File: config.mk
export PLATFORM = sky130hd
export DESIGN_NAME = multicycle_controller
export DESIGN_NICKNAME = d
export VERILOG_FILES = /design/src/rtl/multicycle_controller_pkg.sv /design/src/rtl/multicycle_controller_state_decode.sv /design/src/rtl/multicycle_controller.sv
export SDC_FILE = /design/constraint.sdc
export NUM_CORES = 1
export LEC_CHECK = 0
export BUFFER_PORTS_ARGS = -buffer_cell sky130_fd_sc_hd__buf_2
export CAP_MARGIN = 20
export CORE_AREA = 2 2 39 41
export CTS_BUF_LIST = sky130_fd_sc_hd__clkbuf_8
export DETAILED_ROUTE_END_ITERATION = 8
export DIE_AREA = 0 0 41 43
export GPL_TIMING_DRIVEN = 0
export PLACE_DENSITY = 0.74
export SYNTH_ARGS = -nofsm -noshare
export SYNTH_HDL_FRONTEND = slang
export SYNTH_SLANG_ARGS = --single-unit
File: constraint.sdc
create_clock -name clk -period 2.1 [get_ports clk]
set_input_delay 0.525 -clock clk [delete_from_list [all_inputs] [get_ports clk]]
set_output_delay 0.525 -clock clk [all_outputs]
set_load 0.05 [all_outputs]
File: src/rtl/multicycle_controller_pkg.sv
// Shared definitions for the multicycle controller: FSM state encoding,
// instruction opcodes, ALU-operation / PC-source / ALU-B-source encodings,
// the control-word structure produced by the state decoder, and a helper
// that tells whether an opcode is implemented.
package multicycle_controller_pkg;

  // 12 reachable states; the 4 spare encodings are treated as unreachable.
  typedef enum logic [3:0] {
    ST_FETCH   = 4'd0,
    ST_DECODE  = 4'd1,
    ST_MEMADR  = 4'd2,
    ST_MEMRD   = 4'd3,
    ST_MEMWB   = 4'd4,
    ST_MEMWR   = 4'd5,
    ST_RTYPEEX = 4'd6,
    ST_ALUWB   = 4'd7,
    ST_BEQEX   = 4'd8,
    ST_ADDIEX  = 4'd9,
    ST_ADDIWB  = 4'd10,
    ST_JUMPEX  = 4'd11
  } state_e;

  localparam logic [5:0] OP_RTYPE = 6'b000000;
  localparam logic [5:0] OP_LW    = 6'b100011;
  localparam logic [5:0] OP_SW    = 6'b101011;
  localparam logic [5:0] OP_BEQ   = 6'b000100;
  localparam logic [5:0] OP_ADDI  = 6'b001000;
  localparam logic [5:0] OP_J     = 6'b000010;

  localparam logic [1:0] ALUOP_ADD   = 2'b00;
  localparam logic [1:0] ALUOP_SUB   = 2'b01;
  localparam logic [1:0] ALUOP_FUNCT = 2'b10;

  localparam logic [1:0] PCSRC_ALU    = 2'b00;
  localparam logic [1:0] PCSRC_ALUOUT = 2'b01;
  localparam logic [1:0] PCSRC_JUMP   = 2'b10;

  localparam logic [1:0] ALUSRCB_REG   = 2'b00;
  localparam logic [1:0] ALUSRCB_FOUR  = 2'b01;
  localparam logic [1:0] ALUSRCB_IMM   = 2'b10;
  localparam logic [1:0] ALUSRCB_IMMSH = 2'b11;

  // Per-state control word. ready_gated marks the state whose IRWrite and
  // PCWrite are qualified by the memory handshake (instruction fetch).
  typedef struct packed {
    logic       iord;
    logic       mem_write;
    logic       ir_write;
    logic       reg_dst;
    logic       mem_to_reg;
    logic       reg_write;
    logic       alu_src_a;
    logic [1:0] alu_src_b;
    logic [1:0] alu_op;
    logic [1:0] pc_src;
    logic       pc_write;
    logic       branch;
    logic       ready_gated;
    logic       busy;
  } ctrl_t;

  function automatic logic op_supported(input logic [5:0] op);
    return (op == OP_LW) || (op == OP_SW) || (op == OP_RTYPE) ||
           (op == OP_BEQ) || (op == OP_ADDI) || (op == OP_J);
  endfunction

endpackage

File: src/rtl/multicycle_controller_state_decode.sv
// mc_state_decode: purely combinational state-to-control table.
// Ports:
//   state_i  current FSM state
//   ctrl_o   raw control word for that state (not yet gated by MemReady,
//            Zero or reset; the top applies those qualifiers)
module mc_state_decode
  import multicycle_controller_pkg::*;
(
  input  state_e state_i,
  output ctrl_t  ctrl_o
);

  always_comb begin
    ctrl_o = '0;
    case (state_i)
      ST_FETCH: begin
        ctrl_o.alu_src_b   = ALUSRCB_FOUR;
        ctrl_o.alu_op      = ALUOP_ADD;
        ctrl_o.pc_src      = PCSRC_ALU;
        ctrl_o.ir_write    = 1'b1;
        ctrl_o.pc_write    = 1'b1;
        ctrl_o.ready_gated = 1'b1;
      end
      ST_DECODE: begin
        ctrl_o.alu_src_b = ALUSRCB_IMMSH;
        ctrl_o.alu_op    = ALUOP_ADD;
        ctrl_o.busy      = 1'b1;
      end
      ST_MEMADR: begin
        ctrl_o.alu_src_a = 1'b1;
        ctrl_o.alu_src_b = ALUSRCB_IMM;
        ctrl_o.alu_op    = ALUOP_ADD;
        ctrl_o.busy      = 1'b1;
      end
      ST_MEMRD: begin
        ctrl_o.iord = 1'b1;
        ctrl_o.busy = 1'b1;
      end
      ST_MEMWB: begin
        ctrl_o.mem_to_reg = 1'b1;
        ctrl_o.reg_write  = 1'b1;
        ctrl_o.busy       = 1'b1;
      end
      ST_MEMWR: begin
        ctrl_o.iord      = 1'b1;
        ctrl_o.mem_write = 1'b1;
        ctrl_o.busy      = 1'b1;
      end
      ST_RTYPEEX: begin
        ctrl_o.alu_src_a = 1'b1;
        ctrl_o.alu_src_b = ALUSRCB_REG;
        ctrl_o.alu_op    = ALUOP_FUNCT;
        ctrl_o.busy      = 1'b1;
      end
      ST_ALUWB: begin
        ctrl_o.reg_dst   = 1'b1;
        ctrl_o.reg_write = 1'b1;
        ctrl_o.busy      = 1'b1;
      end
      ST_BEQEX: begin
        ctrl_o.alu_src_a = 1'b1;
        ctrl_o.alu_src_b = ALUSRCB_REG;
        ctrl_o.alu_op    = ALUOP_SUB;
        ctrl_o.pc_src    = PCSRC_ALUOUT;
        ctrl_o.branch    = 1'b1;
        ctrl_o.busy      = 1'b1;
      end
      ST_ADDIEX: begin
        ctrl_o.alu_src_a = 1'b1;
        ctrl_o.alu_src_b = ALUSRCB_IMM;
        ctrl_o.alu_op    = ALUOP_ADD;
        ctrl_o.busy      = 1'b1;
      end
      ST_ADDIWB: begin
        ctrl_o.reg_write = 1'b1;
        ctrl_o.busy      = 1'b1;
      end
      ST_JUMPEX: begin
        ctrl_o.pc_src   = PCSRC_JUMP;
        ctrl_o.pc_write = 1'b1;
        ctrl_o.busy     = 1'b1;
      end
      // Spare encodings: every control stays 0, Busy included.
      default: ctrl_o = '0;
    endcase
  end

endmodule

File: src/rtl/multicycle_controller.sv
// multicycle_controller: Moore FSM sequencing a classic multicycle datapath
// through fetch / decode / execute / memory / writeback.
// Ports:
//   clk, rst_n            clock and asynchronous active-low reset
//   Op[5:0]               opcode from the instruction register
//   Zero                  ALU zero flag (used by beq)
//   MemReady              memory handshake, access completes when 1
//   IorD..ALUSrcA         single-bit datapath controls
//   ALUSrcB, ALUOp, PCSrc 2-bit datapath selects
//   PCEn                  PC write enable (PCWrite | Branch & Zero)
//   Illegal               one-cycle pulse in DECODE for unsupported opcodes
//   Busy                  high in every state except FETCH
// Parameter MEM_WAIT_EN: 0 makes every memory access complete immediately.
module multicycle_controller
  import multicycle_controller_pkg::*;
#(
  parameter bit MEM_WAIT_EN = 1'b1
) (
  input  logic       clk,
  input  logic       rst_n,
  input  logic [5:0] Op,
  input  logic       Zero,
  input  logic       MemReady,
  output logic       IorD,
  output logic       MemWrite,
  output logic       IRWrite,
  output logic       RegDst,
  output logic       MemtoReg,
  output logic       RegWrite,
  output logic       ALUSrcA,
  output logic [1:0] ALUSrcB,
  output logic [1:0] ALUOp,
  output logic [1:0] PCSrc,
  output logic       PCEn,
  output logic       Illegal,
  output logic       Busy
);

  state_e state_q;
  state_e state_d;
  ctrl_t  ctrl;
  logic   mem_ready;
  logic   ready_gate;

  assign mem_ready = MEM_WAIT_EN ? MemReady : 1'b1;

  mc_state_decode u_state_decode (
    .state_i (state_q),
    .ctrl_o  (ctrl)
  );

  // State register.
  always_ff @(posedge clk or negedge rst_n) begin
    if (!rst_n) begin
      state_q <= ST_FETCH;
    end else begin
      state_q <= state_d;
    end
  end

  // Next-state logic. Op is looked at only in DECODE and MEMADR, so a change
  // on Op during other states has no effect on sequencing.
  always_comb begin
    state_d = ST_FETCH;
    case (state_q)
      ST_FETCH:   state_d = mem_ready ? ST_DECODE : ST_FETCH;
      ST_DECODE: begin
        case (Op)
          OP_LW, OP_SW: state_d = ST_MEMADR;
          OP_RTYPE:     state_d = ST_RTYPEEX;
          OP_BEQ:       state_d = ST_BEQEX;
          OP_ADDI:      state_d = ST_ADDIEX;
          OP_J:         state_d = ST_JUMPEX;
          default:      state_d = ST_FETCH;
        endcase
      end
      ST_MEMADR:  state_d = (Op == OP_LW) ? ST_MEMRD : ST_MEMWR;
      ST_MEMRD:   state_d = mem_ready ? ST_MEMWB : ST_MEMRD;
      ST_MEMWB:   state_d = ST_FETCH;
      ST_MEMWR:   state_d = mem_ready ? ST_FETCH : ST_MEMWR;
      ST_RTYPEEX: state_d = ST_ALUWB;
      ST_ALUWB:   state_d = ST_FETCH;
      ST_BEQEX:   state_d = ST_FETCH;
      ST_ADDIEX:  state_d = ST_ADDIWB;
      ST_ADDIWB:  state_d = ST_FETCH;
      ST_JUMPEX:  state_d = ST_FETCH;
      default:    state_d = ST_FETCH;
    endcase
  end

  // Output logic. The state register is already FETCH while rst_n is low, so
  // only the enables that could still fire in FETCH (or that must never
  // glitch high during reset) need an explicit rst_n qualifier.
  always_comb begin
    ready_gate = ctrl.ready_gated ? mem_ready : 1'b1;
    IorD       = ctrl.iord;
    MemWrite   = rst_n & ctrl.mem_write;
    IRWrite    = rst_n & ctrl.ir_write & ready_gate;
    RegDst     = ctrl.reg_dst;
    MemtoReg   = ctrl.mem_to_reg;
    RegWrite   = rst_n & ctrl.reg_write;
    ALUSrcA    = ctrl.alu_src_a;
    ALUSrcB    = ctrl.alu_src_b;
    ALUOp      = ctrl.alu_op;
    PCSrc      = ctrl.pc_src;
    PCEn       = rst_n & ((ctrl.pc_write & ready_gate) | (ctrl.branch & Zero));
    Illegal    = rst_n & (state_q == ST_DECODE) & ~op_supported(Op);
    Busy       = ctrl.busy;
  end

endmodule

# --- Word level (Yosys, flattened, before mapping) ---
# Cells that the tools add are included.
op_classes:
  n_addsub: 0
  n_mul: 0
  muxes: 19
  shifts: 0
  n_eq_ne: 16
  n_lt_le_gt_ge: 0
  n_bitwise: 11
  n_div: 0
  n_reduce_logical: 14
ops:
  columns: ["operator", "count"]
  rows:
  - ["$pmux 4 s5", 2]
  - ["$pmux 4 s7", 1]
  - ["$eq 4x3->1 const B", 4]
  - ["$eq 4x4->1 const B", 4]
  - ["$eq 6x6->1 const B", 2]
  - ["$mux 1", 12]
  - ["$reduce_or 11->1", 1]
  - ["$and 1x1->1", 9]
  - ["$mux 3", 3]
  - ["$eq 4x2->1 const B", 2]
  - ["$reduce_or 2->1", 4]
  - ["$eq 6x2->1 const B", 1]
  - ["$eq 6x3->1 const B", 1]
  - ["$eq 6x4->1 const B", 1]
  - ["$logic_not 6->1", 1]
  - ["$logic_or 1x1->1", 5]
  - ["$eq 4x1->1 const B", 1]
  - ["$logic_not 4->1", 1]
  - ["$pmux 2 s2", 1]
  - ["$reduce_or 4->1", 1]
  - ["$reduce_or 3->1", 1]
  - ["$not 1->1", 1]
  - ["$or 1x1->1", 1]
totals:
  in_bits: 10
  latchBits: 0
  mem_bits_rw: 0
  register_bits: 4
  romBits: 0
  memories: 0

# --- Longest topological paths before layout ---
# Gate-level depths: netlist (run 1).
logic_depth:
  word_depth: 8
  ltp_mapped: 6
  depth_no_buf: 4

# --- Hierarchy ---
# A second synthesis (run 1) with hierarchy kept.
unflattened:
  cells_unflattened: 78
  area_unflattened_um2: 631.9
modules_own_cells:
  columns: ["module", "area_per_inst_um2", "n_inst", "cells_each", "seq_area_each_um2"]
  rows:
  - ["multicycle_controller", 412.9, 1, 46, 100.1]
  - ["mc_state_decode", 219.0, 1, 32, 0.0]

# --- Least setup slack after synthesis (run 1) ---
# OpenSTA, ideal clock, no wires.
synth_timing:
  path_kind: "input to output"
  startpoint: "input port Op[3]"
  endpoint: "output port Illegal"
  arrival_time_ns: 2.478
  required_time_ns: 1.575
  n_path_buf: 1
  path_slack_ns: -0.903
  stages: 5
  path_cell_list: "buf_6 xor2_1 o211ai_2 o31ai_1 nor4_1"
synth_via:
  elab_chain_cells: 8
  elab_cells_between_ends: 13
  cone_classes: "eq/ne (5); bitwise (2); reduce/logical (6)"
synth_rtl:
  columns: ["item", "line", "text"]
  rows:
  - ["start: declaration", "multicycle_controller.sv:21", "input logic [5:0] Op,"]
  - ["$eq 6x6->1", "multicycle_controller_pkg.sv:63", "return (op == OP_LW) || (op == OP_SW) || (op == OP_RTYPE) ||"]
  - ["$logic_or 1x1->1 (3 in a row)", "multicycle_controller_pkg.sv:63", null]
  - ["$logic_or 1x1->1", "multicycle_controller_pkg.sv:64", "(op == OP_BEQ) || (op == OP_ADDI) || (op == OP_J);"]
  - ["$logic_or 1x1->1 *", "multicycle_controller_pkg.sv:64", null]
  - ["$not 1->1 *", "multicycle_controller.sv:107", "Illegal = rst_n & (state_q == ST_DECODE) & ~op_supported(Op);"]
  - ["$and 1x1->1 *", "multicycle_controller.sv:107", null]
  - ["end: declaration", "multicycle_controller.sv:35", "output logic Illegal,"]
# Mark *: on every way between the ends. The rest lies on a longest branch, timed or not.

# --- Worst setup path in the final report (run 1) ---
layout_timing:
  startpoint: "input port Op[2]"
  endpoint: "output port Illegal"
# Same word-level chain as after synthesis.

==> results, run 1 <==
- The flow ran to the end, and the final reports show no timing, DRC or antenna violations.
- The Yosys warning count is 0.
- The post-route netlist has 54.72% of its cells at a drive strength greater than 1.
- The register with the most flip-flops in the layout has 4 of them.
- Among cell families on the critical path, the largest total delay comes from buffers and inverters.
- Internal power comes to 492.1 uW.
- The area of the mapped netlist is 570.5 um2.
- The tree is rooted in a clkbuf_8.
- In the routed design, unresolved DRC markers number 0.
- The post-layout instance count excluding filler cells is 122.
- Averaged over all synthesized cells, the footprint is 7.607 um2.
- Of the total power, combinational logic draws 73.1%.
- The number of clock buffers inserted by TritonCTS is 3.
- In this run the horizontal extent of the chip is 41 um.
- The endpoint type of the worst setup path is an output port.
- The switching power summed over all nets is 642.4 uW.
- In this run the power density over the cells is 1232 mW/mm2.
- In this run the tightest slew margin relative to its limit is 75.60%.
- The number of vias per cell after detailed routing is 5.738.
- The min-delay analysis places its worst path in the category input port to asynchronous set/reset pin.
- The initial antenna violation count is 0.
- The growth of design area from synthesis to finish is 61.40%.
- The placed wire-length estimate after detailed placement is 1205 um.
- The biggest area contributor in the post-synthesis netlist is dfrtp_1.
- For the worst flop-to-flop path, the logic depth is 4.
- The standard-cell row count is 14.
- In the final timing run, aggregate negative setup slack is 0 ps.
- The iteration-0 DRC count of the detailed router is 14.
- The total number of nets in the final design is 118.
- The count of endpoints failing hold in the final timing report is 0.
- The number of hold buffers added after CTS was 0.
- At the later pin of the worst-skew pair, clock insertion delay measures 220 ps.
- The global routing usage summed across all routing layers is 21.67%.
- By instance count, the leading cell after synthesis is nor3_1.
- Walking the worst path, the cells encountered are buf_12, xor2_2, o211ai_2, o31ai_2, nor4_2, buf_4.
- Counting the fill cells in the layout gives 116.
- The final layout contains routed wiring with a total length of 1706 um.
- The longest clock path from root to sink contains 2 buffers.
- Entering global routing, the biggest net connects 11 pins.
- The maximum level of the CTS H-tree is 1.
- Synthesis handed over a netlist of 75 instances.
- The instance area at placement is 757.0 um2.
- The max-cap violation count is 0.
- The proportion of power drawn by flip-flops and latches is 12.1%.
- The highest attainable clock frequency is 480.9 MHz.
- After global routing, the most crowded layer is met2.
- The arrival time at the worst endpoint is 1550 ps.
- Yosys mapped a number of flops with a built-in enable equal to 0.
- Clock-pin slew was measured on the worst setup and hold paths at 30 ps.
- OpenSTA, run right after detailed placement, puts the worst setup slack at -90.96 ps.
- The first-pass GRT wire length is 2622 um.
- The total overflow reported by the global router is 0.
- The number of setup violations in the final report is 0.
- The largest registers in the layout are state_q: 4 flops.
- The max-slew violation total from the final report was 0.
- The footprint of the flip-flops and latches is 100.1 um2.
- The floorplan step defined a die boundary enclosing 0.001763 mm2.
- The count of nets left with antenna violations once routing finished came out at 0.
- Setup slack on the worst reg-to-reg path comes out at 740 ps.
- Dividing the final minimum period by the clock period gives 99.02%.
- The largest driver fanout on the critical path is 5.
- The die is 43 um tall.
- 0 antenna diodes ended up in the layout.
- Across the VDD grid, the largest voltage drop is 0.5523 mV.
- Counting every net in the synthesized netlist gives 85.
- The startpoint of the worst register-to-register path is state_q[2].
- After synthesis, the most frequently instantiated cells are 14 x nor3_1, 5 x a21oi_1, 5 x nor2_1.
- The overall power is 1134 uW.
- Detailed routing inserted a total of 700 vias.
- The critical path contains buffers and inverters numbering 2 combined.
- The analysis attributes to cell leakage a power of 0.0004155 uW.
- The worst register-to-register path ends at state_q[1].
- Ranked by flip-flop count, first place goes to state_q.
- On the worst path, the slowest cell contributes a delay of 240 ps.
- In the global route stage, met1 resource usage came out at 26.06%.
- Clock skew on the completed layout was measured at 5.546 ps.
- The transition at the pin with the smallest max-transition slack is 363.0 ps.
- Ranked by total cell area, the synthesized netlist is headed by dfrtp_1 18%, nor3_1 12%, buf_6 5.9%, a21oi_1 4.4%, nor4_2 4.4%.
- The met3 track utilization from global routing is 4.712%.
- Buffers placed on the I/O ports in this run total 24.
- The CTS tree is done.
- The clock net in this run drives a total of 4 sinks.
- The critical path is of the input port to output port type.
- In this run switching power makes up 56.63% of total power.
- In this run, synthesis produced a sequential element count of 4.
- The number of library cell types mapped by synthesis is 34.
- Including well taps, the total number of placed cells is 115.
- After synthesis, the share of flip-flops with an asynchronous set or reset is 100.0%.
- The initial utilization of the core area, before any placement, comes to 41.23%.
- The share of total power dissipated in the clock network is 14.8%.
- STA classifies the critical path startpoint as an input port.
- The global-route track usage on met2 is 34.69%.
- The routed length per placed instance is 13.98 um.
- The post-layout instance area is 920.9 um2.
- For this run, the leading register cell type out of synthesis is dfrtp_1.
- The routability-driven placement congestion ratio is 0.7585.
- The via count of the first global-routing pass is 624.
- 26 I/O pins were placed.
- The clock period minus worst slack is 2079 ps.
- The critical path data required time is 1570 ps.
- Summing all multi-input logic gate instances after layout gives 490.5 um2.
- For this design, the slowest cell found on the critical path is buf_4.
- The first detailed-routing pass ran for 4 iterations.
- The top-area cell type share of the netlist area is 17.54%.
- Setup slack on the critical path of the routed design comes to 20.52 ps.
- The total core area is 0.001384 mm2.
- Of the synthesized area, sequential elements account for 17.54%.
==> layout make-up <==
| cell class | instances | share of cell area, % |
|---|---|---|
| Sequential cell | 4 | 10.87 |
| Multi-Input combinational cell | 61 | 53.26 |
| Buffer | 6 | 7.065 |
| Tap cell | 16 | 2.174 |
| Clock buffer | 3 | 4.484 |
| Inverter | 4 | 1.630 |
| Timing Repair Buffer | 28 | 20.52 |
==> timing repair <==
action | 4_1_cts | 5_1_grt
endpoints found under the setup margin | 3 | 4
resized for setup | 6 | 21
pin swaps | 0 | 5
buffers inserted | 0 | 4
cloned | 0 | 0
endpoints found under the hold margin | 0 | 0
==> worst max path at each step <==
stage / to / slack, ps / startpoint / cells after the start
after floorplan: Illegal / -320 / Op[3] / 5
after global placement: Illegal / -90 / Op[1] / 6
after detailed placement: Illegal / -90 / Op[1] / 6
after CTS: Illegal / 6 / Op[1] / 6
after global routing: Illegal / -40 / Op[3] / 6
final: Illegal / 20 / Op[2] / 6
==> per-stage QoR <==
step           hold slack (ps)  util (%)
4_1_cts                  120.8     59.58
6_report                 117.5     66.55
2_1_floorplan            229.4         -
3_3_place_gp             346.3     54.70
3_5_place_dp             351.9     54.70
5_1_grt                  135.5     66.55
==> power by group through the flow <==
stage	registers (uW)	clock network, uW	logic, uW
floorplan	126	0	632
global placement	132	0	763
detailed placement	132	0	774
CTS	132	165	790
global route	142	170	882
finish	137	168	829
==> cells by family (layout without fill, tap and decap cells) <==
kind of cell	Yosys count	count (layout)	synth area share [%]
AO/OA/AOI/OAI	19	19	24.34
XOR/XNOR	3	3	4.606
buffers and inverters	10	41	12.06
flip-flops	4	4	17.54
multiplexers	2	2	3.509
AND/OR/NAND/NOR	37	37	37.94
==> layer usage <==
metal	share of wire [%]	up-vias
met2	56	25
met1	38	332
met4	1.2	0
met3	4.6	3
li1	-	340
met5	0	-
==> layout by cell type (no fill, tap or decap), drive strengths merged, types with 2 or more instances in the layout <==
cell type	instances
o21ai	3
nor4	4
dfrtp	4
clkbuf	4
nor2	5
buf	33
a21oi	5
nand3	3
nor3	14
nand2	3
xnor2	2
mux2i	2
o31ai	2
inv	4
nand2b	4
==> worst reg2reg max path, stage by stage, from the launching register on <==
cell,delay [ps]
dfrtp_1,450
or2_4,300
nor4_2,280
nand2_1,100
o311ai_1,110
Power figures use the tool's default switching activity.
==> run 2: changes to the inputs <==
==> constraint.sdc (replaced) <==
create_clock -name clk -period 2.1 [get_ports clk]
set_input_delay 0.42 -clock clk [delete_from_list [all_inputs] [get_ports clk]]
set_output_delay 0.42 -clock clk [all_outputs]
set_load 0.05 [all_outputs]
==> run 2 against run 1 <==
First-iteration DRC count decreased by 57%. Wire length decreased by 11%. Global-route usage decreased by 0.71 points. Critical path depth decreased by 2. Sequential cell count unchanged. Cell count decreased by 3.3%. Critical path type is now flop to output port. Critical endpoint is now IRWrite. Largest cell class unchanged.
==> results, run 2 (synthesis results as in run 1) <==
- Outcome: finished clean (unchanged).
- The critical path class is flop to output port (was input port to output port).
- The standard-cell row count is 14 (unchanged).
- The starting density of the core is 41.23% (unchanged).
- The total number of nets in the final design is 114 (was 118).
- The iteration-0 DRC count of the detailed router is 6 (was 14).
- The total overflow reported by the global router is 0 (unchanged).
- The max-cap violation count is 0 (unchanged).
- The CTS tree was done (unchanged).
- The global routing usage summed across all routing layers is 20.97% (was 21.67%).
- The share of the cycle needed by the critical path after routing came to 96.76% (was 99.02%).
- The clock sink count is 4 (unchanged).
- The clock period minus worst slack was 2032 ps (was 2079 ps).
- The most common cell after layout, fill and taps aside is buf_2 (unchanged).
- The maximum level of the CTS H-tree is 1 (unchanged).
- The arrival time at the worst endpoint was 1610 ps (was 1550 ps).
- The setup slack of the most critical reg-to-reg path is 780 ps (was 740 ps).
- The highest attainable clock frequency came to 492.2 MHz (was 480.9 MHz).
- The max-slew violation total from the final report is 0 (unchanged).
- The number of vias per cell after detailed routing is 5.576 (was 5.738).
- The endpoint type of the worst setup path is an output port (unchanged).
- The class of the tightest hold or removal check is input port to asynchronous set/reset pin (unchanged).
- The routed length per placed instance is 12.85 um (was 13.98 um).
- The overall via count from detail_route is 658 (was 700).
- The I/O pin count is 26 (unchanged).
- The flip-flop count of the largest register, all copies and words added is 4 (unchanged).
- The via count of the first global-routing pass was 612 (was 624).
- The chip width is 41 um (unchanged).
- The maximum number of pins on one net before global-route repair came to 11 (unchanged).
- The count of antenna-violating nets left after detailed routing is 0 (unchanged).
- The final routed wirelength across all metal layers came to 1516 um (was 1706 um).
- The startpoint of the worst register-to-register path is state_q[2] (unchanged).
- The category of the worst setup path launch point is a flop (was input port).
- The count of endpoints failing hold in the final timing report came to 0 (unchanged).
- The number of setup violations in the final report was 0 (unchanged).
- The power per cell area is 1335 mW/mm2 (was 1232 mW/mm2).
- The worst-skew pair later-pin latency came to 220 ps (about the same).
- The largest driver fanout on the critical path is 6 (was 5).
- Commonest cells after routing, fill and taps aside: 24 x buf_2, 10 x nor3_1, 5 x a21oi_1 (was 18 x buf_2, 8 x buf_4, 7 x nor3_2, 7 x nor3_1).
- The worst voltage drop across the vdd grid came to 0.6319 mV (was 0.5523 mV).
- The maximum cell stage delay along the critical path was 420 ps (was 240 ps).
- The dominant delay contributor by cell family on the critical path is simple AND/OR/NAND/NOR gates (was buffers and inverters).
- The critical path depth was 4 (was 6).
- The critical path data required time was 1680 ps (was 1570 ps).
- The count of inserted antenna diode cells came to 0 (unchanged).
- The slowest stage cell on the critical path is dfrtp_1 (was buf_4).
- The buffer depth of the longest clock path came to 2 (unchanged).
- The length of the first detailed-routing pass in iterations is 4 (unchanged).
- The overall power is 1058 uW (was 1134 uW).
- The most flop-heavy register was state_q (unchanged).
- The number of cells after detailed placement came to 115 (unchanged).
- The total core area is 0.001384 mm2 (unchanged).
- The fraction of layout instances using a drive strength above 1 came to 46.08% (was 54.72%).
- The worst clock skew came to 3.357 ps (was 5.546 ps).
- The routability-driven placement congestion ratio is 0.7499 (was 0.7585).
- CP cell instances: or2_1, nor3_1, and3_1, buf_2 (was buf_12, xor2_2, o211ai_2, o31ai_2, nor4_2, buf_4).
- The static leakage power is 0.0003715 uW (was 0.0004155 uW).
- The buffers plus inverters on the worst setup path is 1 (was 2).
- The initial antenna violation count is 0 (unchanged).
- The transition at the pin with the smallest max-transition slack is 324.8 ps (was 363.0 ps).
- The post-layout instance area is 792.0 um2 (was 920.9 um2).
- The number of clock buffers inserted by TritonCTS is 3 (unchanged).
- The number of cells traversed by the worst register-to-register path came to 4 (unchanged).
- The overall die height is 43 um (unchanged).
- The growth of design area from synthesis to finish is 38.82% (was 61.40%).
- The first-pass GRT wire length is 2470 um (was 2622 um).
- The headroom to the max-slew limit came to 78.16% (was 75.60%).
- The clock slew seen by the registers of the worst setup and hold paths is 30 ps (about the same).
- The number of setup buffers added after CTS is 0 (unchanged).
- The endpoint of the worst register-to-register path was state_q[1] (unchanged).
- The number of DRC violations after detailed routing was 0 (unchanged).
- The instance area at placement is 742.0 um2 (was 757.0 um2).
- Registers with the highest flip-flop counts: state_q: 4 flops (unchanged).
- The count of buffers from port buffering is 24 (unchanged).
- The placed wire-length estimate after detailed placement is 1192 um (was 1205 um).
- The post-layout instance count excluding filler cells is 118 (was 122).
- The root buffer cell was clkbuf_8 (unchanged).
- Setup repair after global routing left no endpoint under its margin.
- The area enclosed by the die boundary was 0.001763 mm2 (unchanged).
-- run 2: cell count changes in the layout (fill, tap and decap cells not counted), moves of 2 or more --
| cell | previous run | this run |
|---|---|---|
| buf_4 | 8 | 2 |
| nor3_1 | 7 | 10 |
| buf_6 | 5 | 3 |
| buf_12 | 2 | 0 |
| buf_2 | 18 | 24 |
| nor3_2 | 7 | 4 |
-- run 2: area by class of cell --
class	count	area (um2)
plain buffers	6	53.80
fillers	134	591.8
inverters	4	15.01
flip-flops and latches	4	100.1
repair buffers	24	122.6
multi-input cells	61	439.2
clock buffers	3	41.29
well taps	16	20.02
-- run 2: stage by stage --
step	hold WS (ps)	setup WS [ps]	setup TNS (ps)	utilization [%]
2_1_floorplan	124.4	-114.8	-397.6	-
3_3_place_gp	241.1	109.6	0	53.62
3_5_place_dp	247.1	66.04	0	53.62
4_1_cts	11.28	60.11	0	56.60
5_1_grt	20.36	12.06	0	57.23
6_report	14.04	68.10	0	57.23
-- run 2: worst max-delay path by stage --
stage / from / end
6_report: state_q[2] / IRWrite
5_1_grt: state_q[1] / PCEn
4_1_cts: state_q[2] / IRWrite
3_5_place_dp: Op[1] / Illegal
3_3_place_gp: Op[1] / Illegal
2_1_floorplan: state_q[3] / MemWrite
-- run 2: report_power, final --
part / leakage [uW] / total, uW / internal, uW / switching, uW
clock network: 0.0000216 / 164 / 122 / 41.7
logic: 0.000297 / 762 / 227 / 535
registers: 0.0000525 / 132 / 100 / 31.6
-- run 2: per-layer routing --
metal  track usage, %  wire [um]  vias to the layer above
li1                 -          -                      332
met4            14.00         41                        0
met3            3.141         84                        4
met2            33.44        791                       24
met1            24.10        599                      298
met5                0          0                        -
-- run 2: what timing repair did --
| action | CTS | global route |
|---|---|---|
| resized for setup | 0 | 2 |
| hold buffers | 0 | 0 |
| endpoints found under the setup margin | 0 | 2 |
==> run 3: changes to the inputs <==
- CELL_PAD_IN_SITES_DETAIL_PLACEMENT: unset -> 1
- CELL_PAD_IN_SITES_GLOBAL_PLACEMENT: unset -> 2
- CORE_AREA: 2 2 39 41 -> unset
- CORE_ASPECT_RATIO: unset -> 1.25
- CORE_MARGIN: unset -> 2
- CORE_UTILIZATION: unset -> 29
- DIE_AREA: 0 0 41 43 -> unset
- PLACE_DENSITY: 0.74 -> unset
- PLACE_DENSITY_LB_ADDON: unset -> 0.1
- SYNTH_HIERARCHICAL: unset -> 1
==> run 3 against run 2 <==
Combinational power down 40%. Wire length up 13%. Design area up 26%. Largest cell class unchanged. Clock power up 6%. Synthesized cell count up 4.0%. Clock-buffer cell count unchanged.
==> results, run 3 <==
- Outcome: finished clean (unchanged).
- The post-synthesis register bit count was 4 (unchanged).
- The count of buffers from port buffering is 25 (was 24).
- The endpoint type of the worst setup path is an output port (unchanged).
- The flip-flop count of the largest register, all copies and words added was 4 (unchanged).
- The fraction of layout instances using a drive strength above 1 is 53.91% (was 46.08%).
- The number of clock buffers inserted by TritonCTS is 3 (unchanged).
- The highest attainable clock frequency was 482.1 MHz (was 492.2 MHz).
- Synth area leaders: dfrtp_1 16%, nor4b_4 7.5%, buf_4 5.9%, nor3_1 4.8%, nor2_1 4.2% (was dfrtp_1 18%, nor3_1 12%, buf_6 5.9%, a21oi_1 4.4%, nor4_2 4.4%).
- The growth of design area from synthesis to finish is 57.43% (was 38.82%).
- The via count of the first global-routing pass is 674 (was 612).
- The final worst slack came to 25.63 ps (was 68.10 ps).
- The total core area came to 0.002027 mm2 (was 0.001384 mm2).
- The worst clock skew is 6.361 ps (was 3.357 ps).
- CP cell instances: buf_6, or4b_4, o211ai_2, and2_1, buf_6 (was or2_1, nor3_1, and3_1, buf_2).
- The chip width is 45.75 um (was 41 um).
- The arrival time at the worst endpoint is 1650 ps (was 1610 ps).
- The most common cell after layout, fill and taps aside is buf_2 (unchanged).
- The final-layout fill cell count is 254 (was 134).
- The largest driver fanout on the critical path is 8 (was 6).
- The category of the worst setup path launch point is a flop (unchanged).
- The class of the tightest hold or removal check is input port to asynchronous set/reset pin (unchanged).
- The static leakage power is 0.0004823 uW (was 0.0003715 uW).
- The buffers plus inverters on the worst setup path is 2 (was 1).
- The worst voltage drop across the vdd grid is 0.4298 mV (was 0.6319 mV).
- The number of nets in the synthesized netlist is 88 (was 85).
- The number of library cell types mapped by synthesis is 40 (was 34).
- The global routing usage summed across all routing layers came to 14.88% (was 20.97%).
- The critical path data required time is 1680 ps (about the same).
- The maximum cell stage delay along the critical path is 490 ps (was 420 ps).
- The max-slew violation total from the final report is 0 (unchanged).
- The gate count of the mapped netlist is 78 (was 75).
- The number of setup violations in the final report is 0 (unchanged).
- The placed wire-length estimate after detailed placement is 1276 um (was 1192 um).
- The post-layout instance count excluding filler cells is 135 (was 118).
- The slowest stage cell on the critical path is or4b_4 (was dfrtp_1).
- The number of buffers inserted for hold repair after clock tree synthesis was 0 (unchanged).
- The dominant delay contributor by cell family on the critical path is simple AND/OR/NAND/NOR gates (unchanged).
- The length of the first detailed-routing pass in iterations came to 4 (unchanged).
- The simple-gate area share of the yosys netlist came to 50.10% (was 37.94%).
- The xor and xnor fraction of the mapped netlist area is 2.772% (was 4.605%).
- The initial antenna violation count is 0 (unchanged).
- The mux cell area share after synthesis was 0% (was 3.509%).
- The Yosys warning count is 6 (was 0).
- The prevailing post-synth register cell is dfrtp_1 (unchanged).
- The most common cell in the synthesized netlist is nor2_1 (was nor3_1).
- The most flop-heavy register is state_q (unchanged).
- The placement-stage worst setup slack was -188.9 ps (was 66.04 ps).
- The area of the mapped netlist is 631.9 um2 (was 570.5 um2).
- The I/O pin count is 26 (unchanged).
- The number of cells after detailed placement is 123 (was 115).
- The starting density of the core was 31.17% (was 41.23%).
- The clock sink count is 4 (unchanged).
- The number of vias per cell after detailed routing is 5.415 (was 5.576).
- The clock slew seen by the registers of the worst setup and hold paths is 40 ps (was 30 ps).
- RSZ-0062 raised after global routing: true (was false).
- The adder-cell area share of the yosys netlist is 0% (unchanged).
- The count of inserted antenna diode cells was 0 (unchanged).
- The first-pass GRT wire length is 2856 um (was 2470 um).
- The worst-skew pair later-pin latency is 220 ps (about the same).
- The buffer depth of the longest clock path is 2 (unchanged).
- Most frequent cells after synthesis: 7 x nor2_1, 6 x nor3_1, 5 x buf_4, 5 x o21ai_0, 4 x dfrtp_1 (was 14 x nor3_1, 5 x a21oi_1, 5 x nor2_1).
- Registers with the highest flip-flop counts: state_q: 4 flops (unchanged).
- The dominant combinational cell family by area after synthesis was simple AND/OR/NAND/NOR gates (unchanged).
- The async set or reset register ratio after synthesis is 100.0% (unchanged).
- The maximum level of the CTS H-tree is 1 (unchanged).
- The share of the cycle needed by the critical path after routing is 98.78% (was 96.76%).
- The total overflow reported by the global router came to 0 (unchanged).
- The standard-cell row count is 18 (was 14).
- The share of synthesized area occupied by flip-flops and latches came to 15.84% (was 17.54%).
- The final routed wirelength across all metal layers is 1712 um (was 1516 um).
- The transition at the pin with the smallest max-transition slack is 308.5 ps (was 324.8 ps).
- The number of DRC violations after detailed routing is 0 (unchanged).
- The iteration-0 DRC count of the detailed router is 12 (was 6).
- The clock period minus worst slack is 2074 ps (was 2032 ps).
- The post-synthesis cell type with the largest combined area is dfrtp_1 (unchanged).
- The total number of nets in the final design came to 126 (was 114).
- Among the stages of the critical path, the cell type that occurs most often is buf_6.
- The top-area cell type share of the netlist area came to 15.84% (was 17.54%).
- The compound-gate portion of the synthesized area is 21.58% (was 24.34%).
- The headroom to the max-slew limit is 79.35% (was 78.16%).
- The routed length per placed instance was 12.68 um (was 12.85 um).
- The count of antenna-violating nets left after detailed routing came to 0 (unchanged).
- The CTS tree is done (unchanged).
- Commonest cells after routing, fill and taps aside: 22 x buf_2, 10 x buf_4, 7 x nor2_1, 7 x buf_6, 5 x o21ai_0 (was 24 x buf_2, 10 x nor3_1, 5 x a21oi_1).
- The overall die height is 56.19 um (was 43 um).
- The routability-driven placement congestion ratio is 0.6771 (was 0.7499).
- The number of synthesized flops with an enable pin is 0 (unchanged).
- The maximum number of pins on one net before global-route repair is 11 (unchanged).
- The max-cap violation count was 0 (unchanged).
- The power per cell area is 732.6 mW/mm2 (was 1335 mW/mm2).
- The critical path class is flop to output port (unchanged).
- The overall via count from detail_route is 731 (was 658).
- The area enclosed by the die boundary came to 0.002570 mm2 (was 0.001763 mm2).
- The per-instance average area after synthesis is 8.101 um2 (was 7.607 um2).
- The count of endpoints failing hold in the final timing report was 0 (unchanged).
- The root buffer cell is clkbuf_8 (unchanged).
## run 3: per-layer routing
metal	vias up	GRT usage, %	part of all wire (%)	wire (um)
met3	5	2.922	4.0	69
met5	-	0	0	0
met2	16	24.95	52	897
li1	367	-	-	-
met4	0	7.347	1.8	30
met1	343	17.06	42	714
## run 3: cells by family (layout without fill, tap and decap cells)
kind of cell,count (synthesis),after routing
buf+inv,9,46
compound gates,19,19
flops,4,4
xor+xnor,2,2
simple gates,44,44
## run 3: metrics by stage
step / area (um2) / power (uW) / hold slack, ps / TNS [ps] / utilization, %
after global routing: 994.7 / 774.6 / 38.28 / -32.08 / 49.07
final: 994.7 / 728.7 / 26.98 / 0 / 49.07
after global placement: 809.5 / 465.8 / 270.9 / -278.6 / 39.94
after detailed placement: 809.5 / 469.4 / 266.3 / -316.5 / 39.94
after floorplan: 659.4 / 392.9 / 124.4 / -4.489 / -
after CTS: 947.2 / 688.4 / 34.72 / 0 / 46.73
## run 3: report_power, final
part	internal, uW	switching [uW]	leakage [uW]
logic	190	265	0.000406
registers	87.4	13.0	0.0000495
clock network	125	48.3	0.0000269
total	402	326	0.000482
## run 3: what timing repair did
action,CTS,global route
resized for setup,14,8
setup endpoints to repair,7,5
pin swaps,2,3
setup buffers,5,3
## run 3: layout make-up
type	count	area, um2	share of cell area (%)
Clock inverter	1	3.754	0.3774
Buffer	7	68.82	6.918
Timing Repair Buffer	33	210.2	21.13
Tap cell	20	25.02	2.516
Inverter	2	7.507	0.7547
Clock buffer	3	41.29	4.151
Multi-Input combinational cell	65	534.3	53.71
Sequential cell	4	103.9	10.44
## run 3: path summary, 6_finish.rpt
path | slack [ps] | cells after the start | to | from
hold / removal | 30 | 1 | state_q[3] | rst_n
max in group asynchronous | 1890 | 1 | state_q[0] | rst_n
hold reg to reg | 670 | 2 | state_q[0] | state_q[3]
setup reg to reg | 760 | 4 | state_q[0] | state_q[1]
setup / recovery | 30 | 5 | RegWrite | state_q[3]
min in group clk | 580 | 4 | state_q[1] | Op[4]
